--- src/rtl/myfunc_sweep_ctrl_pkg.sv ---
// Shared definitions for the myfunc sweep sequencer: state encoding, last vector index
// and the legal settle range.
package myfunc_sweep_ctrl_pkg;

    typedef enum logic [1:0] {
        StIdle   = 2'd0,
        StHold   = 2'd1,
        StSample = 2'd2,
        StDone   = 2'd3
    } state_t;

    localparam logic [3:0]  VEC_LAST   = 4'd15;
    localparam int unsigned SETTLE_MIN = 1;
    localparam int unsigned SETTLE_MAX = 15;

endpackage

--- src/rtl/myfunc_sweep_ctrl_settle_counter.sv ---
// Loadable down-counter with a zero flag; holds at zero rather than wrapping.
module myfunc_sweep_ctrl_settle_counter #(
    parameter int unsigned W = 4
) (
    input  logic         clk,
    input  logic         rst_n,
    input  logic         load,
    input  logic [W-1:0] load_val,
    input  logic         dec,
    output logic         zero
);

    logic [W-1:0] cnt_q, cnt_d;

    always_comb begin
        cnt_d = cnt_q;
        if (load) begin
            cnt_d = load_val;
        end else if (dec && (cnt_q != '0)) begin
            cnt_d = cnt_q - W'(1);
        end
    end

    always_ff @(posedge clk or negedge rst_n) begin
        if (!rst_n) begin
            cnt_q <= '0;
        end else begin
            cnt_q <= cnt_d;
        end
    end

    assign zero = (cnt_q == '0);

endmodule

--- src/rtl/myfunc_sweep_ctrl.sv ---
// Sweeps myfunc through every input vector, builds its truth table and compares it
// against an expected table captured at start.
module myfunc_sweep_ctrl
    import myfunc_sweep_ctrl_pkg::*;
#(
    parameter int unsigned N_IN   = 4,
    parameter int unsigned SETTLE = 2
) (
    input  logic                 clk,
    input  logic                 rst_n,
    input  logic                 start,
    input  logic                 abort,
    input  logic [2**N_IN-1:0]   expected,
    input  logic                 func_in,
    output logic [N_IN-1:0]      vec_out,
    output logic                 busy,
    output logic                 done,
    output logic [2**N_IN-1:0]   table_out,
    output logic                 mismatch,
    output logic [N_IN-1:0]      fail_idx
);

    localparam logic [N_IN-1:0] VecLast   = N_IN'(VEC_LAST);
    localparam logic [N_IN-1:0] VecOne    = N_IN'(1);
    localparam logic [3:0]      SettleLd  = 4'(SETTLE - 1);

    state_t              state_q, state_d;
    logic [N_IN-1:0]     vec_q, vec_d;
    logic [2**N_IN-1:0]  exp_q, exp_d;
    logic [2**N_IN-1:0]  table_q, table_d;
    logic                mismatch_q, mismatch_d;
    logic [N_IN-1:0]     fail_q, fail_d;
    logic                cnt_load, cnt_dec, cnt_zero;

    myfunc_sweep_ctrl_settle_counter #(
        .W (4)
    ) u_settle (
        .clk      (clk),
        .rst_n    (rst_n),
        .load     (cnt_load),
        .load_val (SettleLd),
        .dec      (cnt_dec),
        .zero     (cnt_zero)
    );

    always_comb begin
        state_d    = state_q;
        vec_d      = vec_q;
        exp_d      = exp_q;
        table_d    = table_q;
        mismatch_d = mismatch_q;
        fail_d     = fail_q;
        cnt_load   = 1'b0;
        cnt_dec    = 1'b0;
        unique case (state_q)
            StIdle: begin
                if (start && !abort) begin
                    state_d    = StHold;
                    exp_d      = expected;
                    table_d    = '0;
                    mismatch_d = 1'b0;
                    fail_d     = '0;
                    vec_d      = '0;
                    cnt_load   = 1'b1;
                end
            end
            StHold: begin
                if (abort) begin
                    state_d = StIdle;
                    vec_d   = '0;
                end else if (cnt_zero) begin
                    state_d = StSample;
                end else begin
                    cnt_dec = 1'b1;
                end
            end
            StSample: begin
                // An abort in the sample cycle drops the sample entirely.
                if (abort) begin
                    state_d = StIdle;
                    vec_d   = '0;
                end else begin
                    table_d[vec_q] = func_in;
                    if ((func_in != exp_q[vec_q]) && !mismatch_q) begin
                        mismatch_d = 1'b1;
                        fail_d     = vec_q;
                    end
                    if (vec_q == VecLast) begin
                        state_d = StDone;
                    end else begin
                        vec_d    = vec_q + VecOne;
                        cnt_load = 1'b1;
                        state_d  = StHold;
                    end
                end
            end
            StDone: begin
                state_d = StIdle;
                vec_d   = '0;
            end
            default: begin
                state_d = StIdle;
            end
        endcase
    end

    always_ff @(posedge clk or negedge rst_n) begin
        if (!rst_n) begin
            state_q    <= StIdle;
            vec_q      <= '0;
            exp_q      <= '0;
            table_q    <= '0;
            mismatch_q <= 1'b0;
            fail_q     <= '0;
        end else begin
            state_q    <= state_d;
            vec_q      <= vec_d;
            exp_q      <= exp_d;
            table_q    <= table_d;
            mismatch_q <= mismatch_d;
            fail_q     <= fail_d;
        end
    end

    assign vec_out   = vec_q;
    assign busy      = (state_q != StIdle);
    assign done      = (state_q == StDone);
    assign table_out = table_q;
    assign mismatch  = mismatch_q;
    assign fail_idx  = fail_q;

endmodule
--- config.mk ---
export PLATFORM = sky130hd
export DESIGN_NAME = myfunc_sweep_ctrl
export DESIGN_NICKNAME = d
export VERILOG_FILES = /design/src/rtl/myfunc_sweep_ctrl_pkg.sv /design/src/rtl/myfunc_sweep_ctrl_settle_counter.sv /design/src/rtl/myfunc_sweep_ctrl.sv
export SDC_FILE = /design/constraint.sdc
export NUM_CORES = 1
export LEC_CHECK = 0
export CORE_MARGIN = 2
export CORE_UTILIZATION = 45
export DETAILED_ROUTE_END_ITERATION = 12
export HOLD_SLACK_MARGIN = 0.08
export PLACE_DENSITY = 0.77
export SKIP_CTS_REPAIR_TIMING = 1
export SLEW_MARGIN = 20
export SYNTH_ARGS = -nofsm -noshare
export SYNTH_HDL_FRONTEND = slang
export SYNTH_HIERARCHICAL = 1
export SYNTH_SLANG_ARGS = --single-unit
--- constraint.sdc ---
create_clock -name clk -period 1.89 [get_ports clk]
set_input_delay 0.189 -clock clk [delete_from_list [all_inputs] [get_ports clk]]
set_output_delay 0.189 -clock clk [all_outputs]
set_load 0.05 [all_outputs]
# Word level (Yosys, flattened, before mapping)

Index checks and enable logic that the tools add are counted.

$add $sub $neg: 2
$lt $le $gt $ge: 2
Equality and inequality tests: 11
Multiplexer cells: 35
Reduce and logical (&&, ||, !) cells: 17

Operators with widths:

| cell                                                 | number |
|---|---|
| 2-to-1 mux 16 bit                                    | 2 |
| 2-to-1 mux 4 bit                                     | 8 |
| one-hot mux 16 bit (2 select lines)                  | 1 |
| bitwise mux 16 bit                                   | 1 |
| one-hot mux 4 bit (4 select lines)                   | 1 |
| 2-to-1 mux 1 bit                                     | 11 |
| 2-to-1 mux 2 bit                                     | 5 |
| != test 2 bit (second input constant)                | 4 |
| one-hot mux 2 bit (4 select lines)                   | 1 |
| one-hot mux 4 bit (2 select lines)                   | 1 |
| != test 3 bit (second input constant)                | 2 |
| AND reduction 3 bit                                  | 2 |
| nonzero test 2 bit                                   | 3 |
| < comparator 4 x 5 -> 1 bit (second input constant)  | 1 |
| adder 4 x 1 -> 4 bit (second input constant)         | 1 |
| binary-select mux 1 bit (select 4 bit)               | 1 |
| demux 1 bit (select 4 bit)                           | 1 |
| equality test 2 bit (second input constant)          | 2 |
| equality test 4 bit (second input constant)          | 1 |
| >= comparator 4 x 1 -> 1 bit (second input constant) | 1 |
| logical AND 1 bit                                    | 4 |
| zero test 4 bit                                      | 1 |
| one-hot mux 1 bit (2 select lines)                   | 2 |
| AND reduction 2 bit                                  | 2 |
| 7 further kinds                                      | 8 |

Register bits after elaboration: 47
Input port bits: 21
Output and inout port bits: 27

# Longest topological paths before layout

Gate-level depths: netlist of run 1.

Depth after elaboration: 7
Mapped depth: 10

# Modules after synthesis

The synthesis of run 1 kept the hierarchy.

Modules (own cells, without submodules):

| module                           | instances | cells each | area an instance (µm²) |
|---|---|---|---|
| myfunc_sweep_ctrl                | 1         | 218        | 2203.4 |
| myfunc_sweep_ctrl_settle_counter | 1         | 27         | 270.3 |

# Worst setup path after synthesis of run 1

OpenSTA, ideal clock, no wires.

Path type: reg2reg
Start: register vec_q[0], in the netlist vec_out[0]
End: register fail_q[0], in the netlist fail_idx[0]
Setup time: 0.122 ns
Data arrival time: 2.221 ns
Path slack: -0.453 ns
Stages on the path, launching flop included: 8
Cells stage by stage: dfrtp_1 > buf_6 > buf_12 > mux2i_1 > mux4_2 > mux2i_1 > or2_2 > a32o_1

Cells in the longest elaborated chain, start to end: 6
Elaborated cells on any way between the ends: 9
Classes of those cells: eq/ne (2); mux (5); reduce/logical (2)

RTL lines:

| what                                   | RTL line                 | RTL |
|---|---|---|
| start: declaration                     | myfunc_sweep_ctrl.sv:28  | `logic [N_IN-1:0] vec_q, vec_d;` |
| start signal: assignment               | myfunc_sweep_ctrl.sv:117 | `vec_q <= vec_d;` |
| binary-select mux 1 bit (select 4 bit) | myfunc_sweep_ctrl.sv:84  | `if ((func_in != exp_q[vec_q]) && !mismatch_q) begin` |
| 2-to-1 mux 1 bit (not written as such) | myfunc_sweep_ctrl.sv:84  |  |
| != test 1 bit                          | myfunc_sweep_ctrl.sv:84  |  |
| logical AND 1 bit                      | myfunc_sweep_ctrl.sv:84  |  |
| != test 2 bit (no line)                | n/a                      |  |
| AND reduction 4 bit (no line)          | n/a                      |  |
| end signal: assignment                 | myfunc_sweep_ctrl.sv:121 | `fail_q <= fail_d;` |
| end: declaration                       | myfunc_sweep_ctrl.sv:32  | `logic [N_IN-1:0] fail_q, fail_d;` |

Several ways; a longest one is shown, not always the timed one. The select of a mux whose other input is x is not followed.
A chain may end at the register's enable or synchronous reset.

# Final worst setup path of run 1

Start: register vec_q[0], in the netlist vec_out[0]
End: register fail_q[2], in the netlist fail_idx[2]

Cells in the longest elaborated chain, start to end: 6

RTL lines:

| what                                   | RTL line |
|---|---|
| binary-select mux 1 bit (select 4 bit) | myfunc_sweep_ctrl.sv:84 |
| 2-to-1 mux 1 bit (not written as such) | myfunc_sweep_ctrl.sv:84 |
| != test 1 bit                          | myfunc_sweep_ctrl.sv:84 |
| logical AND 1 bit                      | myfunc_sweep_ctrl.sv:84 |
| != test 2 bit (no line)                | n/a |
| AND reduction 4 bit (no line)          | n/a |

Every way passes these cells. The select of a mux whose other input is x is not followed.

==> impl_metrics.csv, run 1 <==
group,metric,value,unit
floorplanning,die_h,78.1,um
sta,max_freq,497,MHz
drt,vias_per_cell,5.25,
place,place_hpwl,4160,um
floorplanning,core_area,5200,um2
sta,finalCritPeriodShare,106,%
floorplanning,die_w,78.1,um
sta,rsz0062_at_grt,"yes",
drt,vias,2011,
sta,holdWs,386,ps
worst_setup_path,cp.arrival,2200,ps
global_route,grt_pass1_wl,9500,um
clock_network,cts_root_buf,"clkbuf_8",
clock_network,cts_buffers,5,
sta,setup_violations,6,
clock_network,insertion_delay,300,ps
global_route,met1_usage,25.4,%
floorplanning,num_io_pins,48,
sta,fin_ws,-122,ps
synth,ys_types,48,
global_route,grt_pass1_vias,2002,
finish,areaGrowthSynthToFinish,32.7,%
place,io_buffers,47,
worst_setup_path,worstPathRequired,2080,ps
outcome,violations,"negative setup slack",
sta,fin_tns_setup,-468,ps
power_and_ir_drop,powerDensity,873,nW/um2
synth,synth_area_leader_cell,"dfrtp_1",
worst_setup_path,cp-start-kind,"flop",
synth,synth_top_area_share,47.5,%
flow_run,cap_violations,0,
worst_hold_path,hold_class,"in -> async",
clock_network,cts-htree-levels,2,
worst_setup_path,endpoint_kind,"flop",
sta,relSlewSlack,60.3,%
drt,drc_errors,0,
power_and_ir_drop,sw_frac_of_total,32.1,%
power_and_ir_drop,p_sw,0.920,mW
finish,diodes,0,
synth,synthTopCellsByArea,"dfrtp_1 (48%), mux2_1 (7.3%), nand2_1 (6.4%)",
power_and_ir_drop,peakVddDrop,0.000560,V
floorplanning,initial_core_util,47.5,%
synth,synth-async-reset-ratio,100,%
sta,final_hold_viol_count,0,
drt,drt-initial-drc-count,59,
drt,wl_per_cell,14.6,um
synth,yosysMostFrequentCell,"dfrtp_1",
power_and_ir_drop,p_clk_share,20.7,%
global_route,grt_overflow,0,
clock_network,cts_tree,"yes",
sta,slew_violations,0,
floorplanning,die-area,6110,um2
global_route,antenna_found_initial,0,
sta,worst_pin_slew,594,ps
synth,avgSynthCellArea,10.1,um2
power_and_ir_drop,p_comb_share,33.0,%
synth,synth_edf_count,0,
place,place_congestion,0.834,
sta,finClkSkew,8.00,ps
global_route,grtUsageTotal,19.9,%
synth,netlist_area,2470,um2
synth,synthCells,245,
floorplanning,rows,26,
finish,nets,338,
worst_setup_path,critical_path_class,"reg -> reg",
global_route,met3_usage,3.68,%
clock_network,cts_buffer_depth,2,
global_route,met2_usage,33.7,%
finish,nFillCells,441,
synth,ys.flop_type,"dfrtp_1",
global_route,grt_start_max_net_pins,25,
synth,yosysSeqAreaShare,47.5,%
synth,ys_top_cells_by_count,"dfrtp_1 (47), nand2_1 (42), o21ai_1 (20)",
drt,antenna_left,0,
finish,drive_above_1_share,19.2,%
power_and_ir_drop,internal_power,1.95,mW
power_and_ir_drop,p_leak,1.49,nW
clock_network,cts.sinks,47,
outcome,status,"finished, violations left",
global_route,grt_busiest_layer,"met2",
synth,ys_warn_count,6,
power_and_ir_drop,pwr-share-seq,46.3,%
drt,drtPass1Iterations,4,
drt,wl,5590,um
sta,fin_crit,2010,ps
clock_network,path_clk_slew,80,ps
worst_setup_path,path_max_fanout,5,
synth,yosys_register_bits,47,
worst_setup_path,r2r_cells,6,
-- state kept, by name, summed over array words and instances, names as in the netlist --
name,count
state_q,2
mismatch,1
table_out,16
exp_q,16
vec_out,4
fail_idx,4
u_settle/cnt_q,4
-- power by group through the flow --
stage / Clock (mW) / Combinational, mW / Sequential, mW
global route: 0.658 / 1.05 / 1.35
detailed placement: 0 / 0.875 / 1.34
finish: 0.593 / 0.946 / 1.33
global placement: 0 / 0.835 / 1.34
floorplan: 0 / 0.572 / 1.32
CTS: 0.607 / 0.876 / 1.33
-- per-stage QoR --
step | utilization, % | setup WS [ps] | area [um2] | power, mW | std cells
global placement | 60.0 | -66.1 | 3120 | 2.17 | 372
global route | 63.1 | -188 | 3280 | 3.07 | 383
floorplan | - | -256 | 2500 | 1.89 | 247
finish | 63.1 | -122 | 3280 | 2.87 | 383
detailed placement | 60.0 | -220 | 3120 | 2.22 | 372
CTS | 61.5 | -267 | 3200 | 2.81 | 380
-- cell type report --
cell class | instances | area (um2) | share of cell area, %
inverters | 7 | 26.3 | 0.800
repair buffers | 76 | 683 | 20.8
clock inverters | 1 | 5.00 | 0.152
multi-input cells | 175 | 1230 | 37.3
clock buffers | 7 | 76.3 | 2.32
flip-flops and latches | 47 | 1180 | 35.9
well taps | 70 | 87.6 | 2.67
-- logic make-up (layout without fill, tap and decap cells) --
logic type,Yosys count,in the layout,share of synthesized area (%)
muxes,30,30,14.0
DFF,47,47,47.5
adders and majority gates,5,5,2.53
other,2,4,0.304
buffers and inverters,25,91,5.77
and+or+nand+nor,84,84,16.8
AOI/OAI and AO/OA,52,52,13.1
-- final timing paths --
kind | start | endpoint | slack (ps)
worst max register to register | vec_out[0] | fail_idx[2] | -120
max in group asynchronous | rst_n | table_out[8] | 920
worst min register to register | table_out[4] | table_out[4] | 480
worst max-delay path | vec_out[0] | fail_idx[2] | -120
min in group clk | expected[11] | exp_q[11] | 480
worst min-delay path | rst_n | table_out[10] | 390
-- cell usage in the layout (no fill, tap or decap), drive strengths merged, types with 9 or more instances in the layout --
cell and n:
o21ai 23, dfrtp 47, a21oi 13, mux2 17
nor2 9, mux2i 11, buf 34, clkdlybuf4s50 41
nand2 42
-- routing by layer --
| metal | vias to the layer above | part of all wire (%) |
|---|---|---|
| met2 | 56 | 51 |
| met5 | - | 0 |
| met4 | 0 | 1.9 |
| met3 | 11 | 5.0 |
| li1 | 986 | - |
| met1 | 958 | 42 |
-- worst max-delay path: stages, from the launching register on --
cell	delay, ps
dfrtp_2	430
buf_2	170
mux2i_1	120
mux4_2	470
mux2i_2	190
or2_4	270
a32o_1	250
(Power assumes the default switching activity.)
==> run 2, diff against run 1 <==
- CORE_UTILIZATION: 45 -> 47
- PLACE_DENSITY: 0.77 -> 0.79
==> run 2 against run 1 <==
The run still ends with negative setup slack left. Worst setup slack better by 27 ps. Maximum frequency is 1.3% higher. Total power is 6.0% higher. Non-clock buffer count is 3 higher. Sequential power hardly changed. Clock-buffer cell count is 1 lower. Utilization is 2.1 points higher. Register-to-register slack better by 30 ps. First-iteration DRC count is 25% higher. Critical endpoint is now fail_idx[1]. Largest cell class unchanged.
==> impl_metrics.csv, run 2 (synthesis results as in run 1) <==
group,metric,value,unit
outcome,status,"finished, violations left",
outcome,violations,"negative setup slack",
sta,max_freq,504,MHz
worst_setup_path,cp.arrival,2190,ps
drt,antenna_left,0,
drt,wl,5500,um
place,place_hpwl,3990,um
sta,fin_ws,-95.3,ps
worst_setup_path,rrSetupSlack,-100,ps
worst_setup_path,endpoint_kind,"flop",
global_route,grt_overflow,0,
sta,holdWs,391,ps
global_route,grtUsageTotal,18.9,%
finish,final_cell_mix,"dfrtp_1 (45), nand2_1 (42), clkdlybuf4s50_1 (41)",
finish,layout_commonest_cell,"dfrtp_1",
place,dpl_cell_area,3150,um2
power_and_ir_drop,peakVddDrop,0.000600,V
drt,top_layer,"met4",
sta,finalCritPeriodShare,105,%
finish,nets,341,
clock_network,insertion_delay,310,ps
worst_setup_path,rr_endpoint,"fail_idx[1]",
finish,diodes,0,
sta,setup_violations,4,
drt,met1_length,2390,um
sta,worst_pin_slew,946,ps
drt,wl_met3,339,um
clock_network,cts.sinks,47,
global_route,grt_pass1_wl,8960,um
worst_setup_path,cp-start-kind,"flop",
place,place_congestion,0.826,
place,io_buffers,47,
worst_setup_path,worstPathRequired,2090,ps
worst_setup_path,critical_path_class,"reg -> reg",
drt,wl_met2,2660,um
global_route,grt_pass1_vias,2007,
worst_hold_path,hold_class,"in -> async",
sta,finClkSkew,10.1,ps
drt,vias_per_cell,5.32,
floorplanning,initial_core_util,48.4,%
clock_network,cts_root_buf,"clkbuf_8",
power_and_ir_drop,p_leak,1.52,nW
worst_setup_path,path_max_fanout,5,
finish,areaGrowthSynthToFinish,34.5,%
floorplanning,rows,26,
sta,fin_tns_setup,-356,ps
sta,relSlewSlack,36.7,%
drt,wl_per_cell,14.3,um
global_route,antenna_found_initial,0,
finish,nFillCells,421,
drt,drt-initial-drc-count,74,
drt,vias,2053,
flow_run,cap_violations,0,
finish,final_area,3330,um2
finish,final_util,65.2,%
sta,slew_violations,0,
worst_setup_path,r2r_cells,6,
clock_network,cts_tree,"yes",
floorplanning,die_w,76.5,um
power_and_ir_drop,powerDensity,913,nW/um2
clock_network,cts_buffers,5,
floorplanning,core_area,5110,um2
sta,fin_crit,1990,ps
floorplanning,die-area,5860,um2
finish,drive_above_1_share,20.3,%
floorplanning,die_h,76.5,um
sta,final_hold_viol_count,0,
clock_network,path_clk_slew,90,ps
drt,drc_errors,0,
worst_setup_path,reg2reg_from,"vec_out[0]",
global_route,grt_start_max_net_pins,48,
drt,drtPass1Iterations,4,
sta,rsz0062_at_grt,"yes",
clock_network,cts_buffer_depth,2,
power_and_ir_drop,fin_total_pwr,3.04,mW
floorplanning,num_io_pins,48,
clock_network,cts-htree-levels,2,
-- run 2: worst max path at each step --
stage / start / to / slack, ps / cells past startpoint
floorplan: vec_out[0] / fail_idx[1] / -260 / 7
global placement: vec_out[0] / fail_idx[1] / -20 / 5
detailed placement: abort / table_out[2] / -70 / 6
CTS: vec_out[0] / u_settle/cnt_q[1] / -80 / 7
global route: vec_out[0] / fail_idx[3] / -150 / 7
finish: vec_out[0] / fail_idx[1] / -100 / 6
-- run 2: area by class of cell --
| cell class | count | area, um2 | share of cell area (%) |
|---|---|---|---|
| clock buffers | 6 | 82.6 | 2.48 |
| clock inverters | 2 | 35.0 | 1.05 |
| inverters | 7 | 26.3 | 0.789 |
| multi-input cells | 175 | 1200 | 36.1 |
| flip-flops and latches | 47 | 1180 | 35.4 |
| well taps | 70 | 87.6 | 2.63 |
| repair buffers | 79 | 716 | 21.5 |
-- run 2: per-stage QoR --
| stage | instances | worst slack [ps] |
|---|---|---|
| after floorplan | 247 | -256 |
| after global placement | 374 | -23.8 |
| after detailed placement | 374 | -67.3 |
| after CTS | 382 | -77.5 |
| after global routing | 386 | -146 |
| final | 386 | -95.3 |
-- run 2: power breakdown --
group / internal, mW / total, mW / switching (mW) / leakage [nW]
sequential: 1.19 / 1.32 / 0.126 / 0.608
combinational: 0.503 / 0.946 / 0.444 / 0.848
clock: 0.428 / 0.775 / 0.346 / 0.0612
-- run 2: critical path, stage by stage, from the launching register on --
cell	delay, ps
dfrtp_2	440
buf_6	140
mux2i_1	110
mux4_2	480
mux2i_2	180
or2_4	280
a32o_1	250
-- run 2: routing by layer --
layer / global-route usage [%] / vias up
li1: - / 990
met1: 23.5 / 965
met2: 31.8 / 85
met3: 4.03 / 13
met4: 8.00 / 0
met5: 0 / -
==> run 3, diff against run 2 <==
- ABC_AREA: unset -> 1
==> run 3 against run 2 <==
The flow now finishes without violations. Synthesized cell count rose by 35%. Synthesized area grew 4.7%. Clock power shrank 2%. Largest cell class is now flip-flops and latches.
==> impl_metrics.csv, run 3 <==
group,metric,value,unit
outcome,status,"complete, no violations",
drt,vias_per_cell,4.86,
sta,relSlewSlack,60.5,%
synth,avgSynthCellArea,7.85,um2
worst_setup_path,worstPathRequired,1700,ps
finish,final_util,60.9,%
synth,netlist_area,2590,um2
synth,synth_top_area_share,45.4,%
sta,slew_violations,0,
synth,yosysMostFrequentCell,"nand2_1",
clock_network,cts_buffer_depth,2,
worst_hold_path,hold_class,"in -> async",
drt,wl,5150,um
synth,synth_area_leader_cell,"dfrtp_1",
synth,synth_compound_area_share,12.2,%
floorplanning,num_io_pins,48,
finish,final_area,3290,um2
worst_setup_path,path_cells,"clkdlybuf4s50_1",
place,placed_cells,453,
finish,final_cell_mix,"nand2_1 (84), dfrtp_1 (46), inv_1 (43)",
synth,ys_types,29,
worst_setup_path,cp-start-kind,"flop",
worst_setup_path,cp.arrival,1560,ps
power_and_ir_drop,powerDensity,936,nW/um2
floorplanning,rows,27,
place,io_buffers,47,
place,place_hpwl,3890,um
synth,synthMuxAreaShare,0,%
sta,final_hold_viol_count,0,
global_route,grt_pass1_wl,9170,um
floorplanning,die_h,78.2,um
finish,finalNonFillerCells,462,
finish,drive_above_1_share,16.4,%
clock_network,insertion_delay,310,ps
worst_setup_path,path_max_fanout,5,
power_and_ir_drop,peakVddDrop,0.000520,V
drt,drc_errors,0,
place,dpl_cell_area,3160,um2
global_route,grt_start_max_net_pins,33,
synth,synth_top_family_by_area,"simple AND/OR/NAND/NOR gates",
sta,rsz0062_at_grt,"no",
global_route,grt_overflow,0,
sta,finalCritPeriodShare,92.4,%
synth,ys_top_cells_by_count,"nand2_1 (84), dfrtp_1 (47), inv_1 (43)",
synth,yosys.area_share.simple,28.3,%
sta,finClkSkew,9.62,ps
clock_network,cts-htree-levels,2,
synth,synth_xor_area_share,0,%
synth,yosys_register_bits,47,
clock_network,path_clk_slew,90,ps
synth,synth_edf_count,0,
sta,setup_violations,0,
flow_run,cap_violations,0,
floorplanning,die-area,6120,um2
synth,yosysSeqAreaShare,45.4,%
worst_setup_path,critPathBufInv,1,
synth,synthTopCellsByArea,"dfrtp_1 (45%), nand2_1 (12%), inv_1 (6.2%)",
worst_setup_path,critical_path_class,"reg -> out",
sta,fin_crit,1750,ps
clock_network,cts_tree,"yes",
drt,drt-initial-drc-count,146,
global_route,grt_pass1_vias,2158,
drt,vias,2246,
synth,synthCells,330,
place,place_congestion,0.884,
drt,wl_per_cell,11.1,um
drt,drtPass1Iterations,4,
finish,areaGrowthSynthToFinish,27.1,%
sta,holdWs,413,ps
floorplanning,die_w,78.2,um
clock_network,cts.sinks,47,
finish,nFillCells,488,
synth,synth-async-reset-ratio,100,%
worst_setup_path,crit_family,"buffers and inverters",
sta,fin_tns_setup,0,ps
power_and_ir_drop,p_leak,1.62,nW
global_route,grtUsageTotal,18.8,%
finish,nets,415,
sta,worst_pin_slew,592,ps
finish,layout_commonest_cell,"nand2_1",
finish,diodes,0,
synth,ys.flop_type,"dfrtp_1",
synth,yosys.area_share.adder,2.42,%
drt,antenna_left,0,
floorplanning,core_area,5410,um2
clock_network,cts_root_buf,"clkbuf_8",
worst_setup_path,endpoint_kind,"output pin",
clock_network,cts_buffers,5,
sta,max_freq,573,MHz
global_route,antenna_found_initial,0,
floorplanning,initial_core_util,47.9,%
worst_setup_path,slowest_delay,830,ps
synth,ys_warn_count,6,
worst_setup_path,crit_slowest_cell,"clkdlybuf4s50_1",
==> run 3: changes by cell type after synthesis, sizes merged, moves of 5 or more <==
cell / change
nand3: +20
nand2: +58
o21ai: +5
clkbuf: -6
inv: +51
mux2i: -11
nor2: +13
o22ai: +15
mux2: -17
==> run 3: layout make-up <==
| class | count | area [um2] | area share [%] |
|---|---|---|---|
| clock inverter | 2 | 35.0 | 1.06 |
| multi-input combinational | 218 | 1130 | 34.3 |
| tap | 72 | 90.1 | 2.74 |
| timing repair buffer | 58 | 548 | 16.7 |
| sequential | 47 | 1180 | 35.8 |
| clock buffer | 6 | 82.6 | 2.51 |
| inverter | 59 | 229 | 6.96 |
==> run 3: power breakdown <==
part	internal (mW)	total (mW)	switching [mW]
registers	1.19	1.28	0.0968
logic	0.377	1.04	0.660
clock network	0.428	0.759	0.331
total	1.99	3.08	1.09
==> run 3: per-layer routing <==
layer	track usage, %	share of wire [%]
met5	0	0
met2	32.2	48
met1	22.6	45
met4	7.37	1.7
met3	4.83	5.7
==> run 3: path summary, 6_finish.rpt <==
check                       startpoint      endpoint  slack, ps  cells after the start
min                              rst_n  table_out[8]        410                      2
min reg2reg                fail_idx[3]   fail_idx[3]        480                      2
min in group clk           expected[9]      exp_q[9]        440                      3
max in group asynchronous        rst_n      exp_q[0]        770                      3
max                         vec_out[3]    vec_out[3]        140                      1
max reg2reg                 vec_out[0]      mismatch        240                     13
==> run 3: logic make-up (layout without fill, tap and decap cells) <==
| family | after synthesis | count (layout) |
|---|---|---|
| and+or+nand+nor | 150 | 150 |
| other | 2 | 4 |
| AOI/OAI and AO/OA | 59 | 59 |
| DFF | 47 | 47 |
| buffers and inverters | 67 | 125 |
| adders and majority gates | 5 | 5 |
==> run 3: per-stage QoR <==
step | power [mW] | setup slack [ps]
floorplan | 2.09 | 5.16
global placement | 2.30 | 224
detailed placement | 2.34 | 171
CTS | 3.10 | 14.6
global route | 3.30 | 28.9
finish | 3.08 | 144
==> run 3: worst reg2reg max path, delay by kind of cell (launching register included) <==
kind | cells | cell delay [ps]
AND/OR/NAND/NOR | 10 | 710
flip-flops | 1 | 400
buffers and inverters | 2 | 310
AO/OA/AOI/OAI | 1 | 140
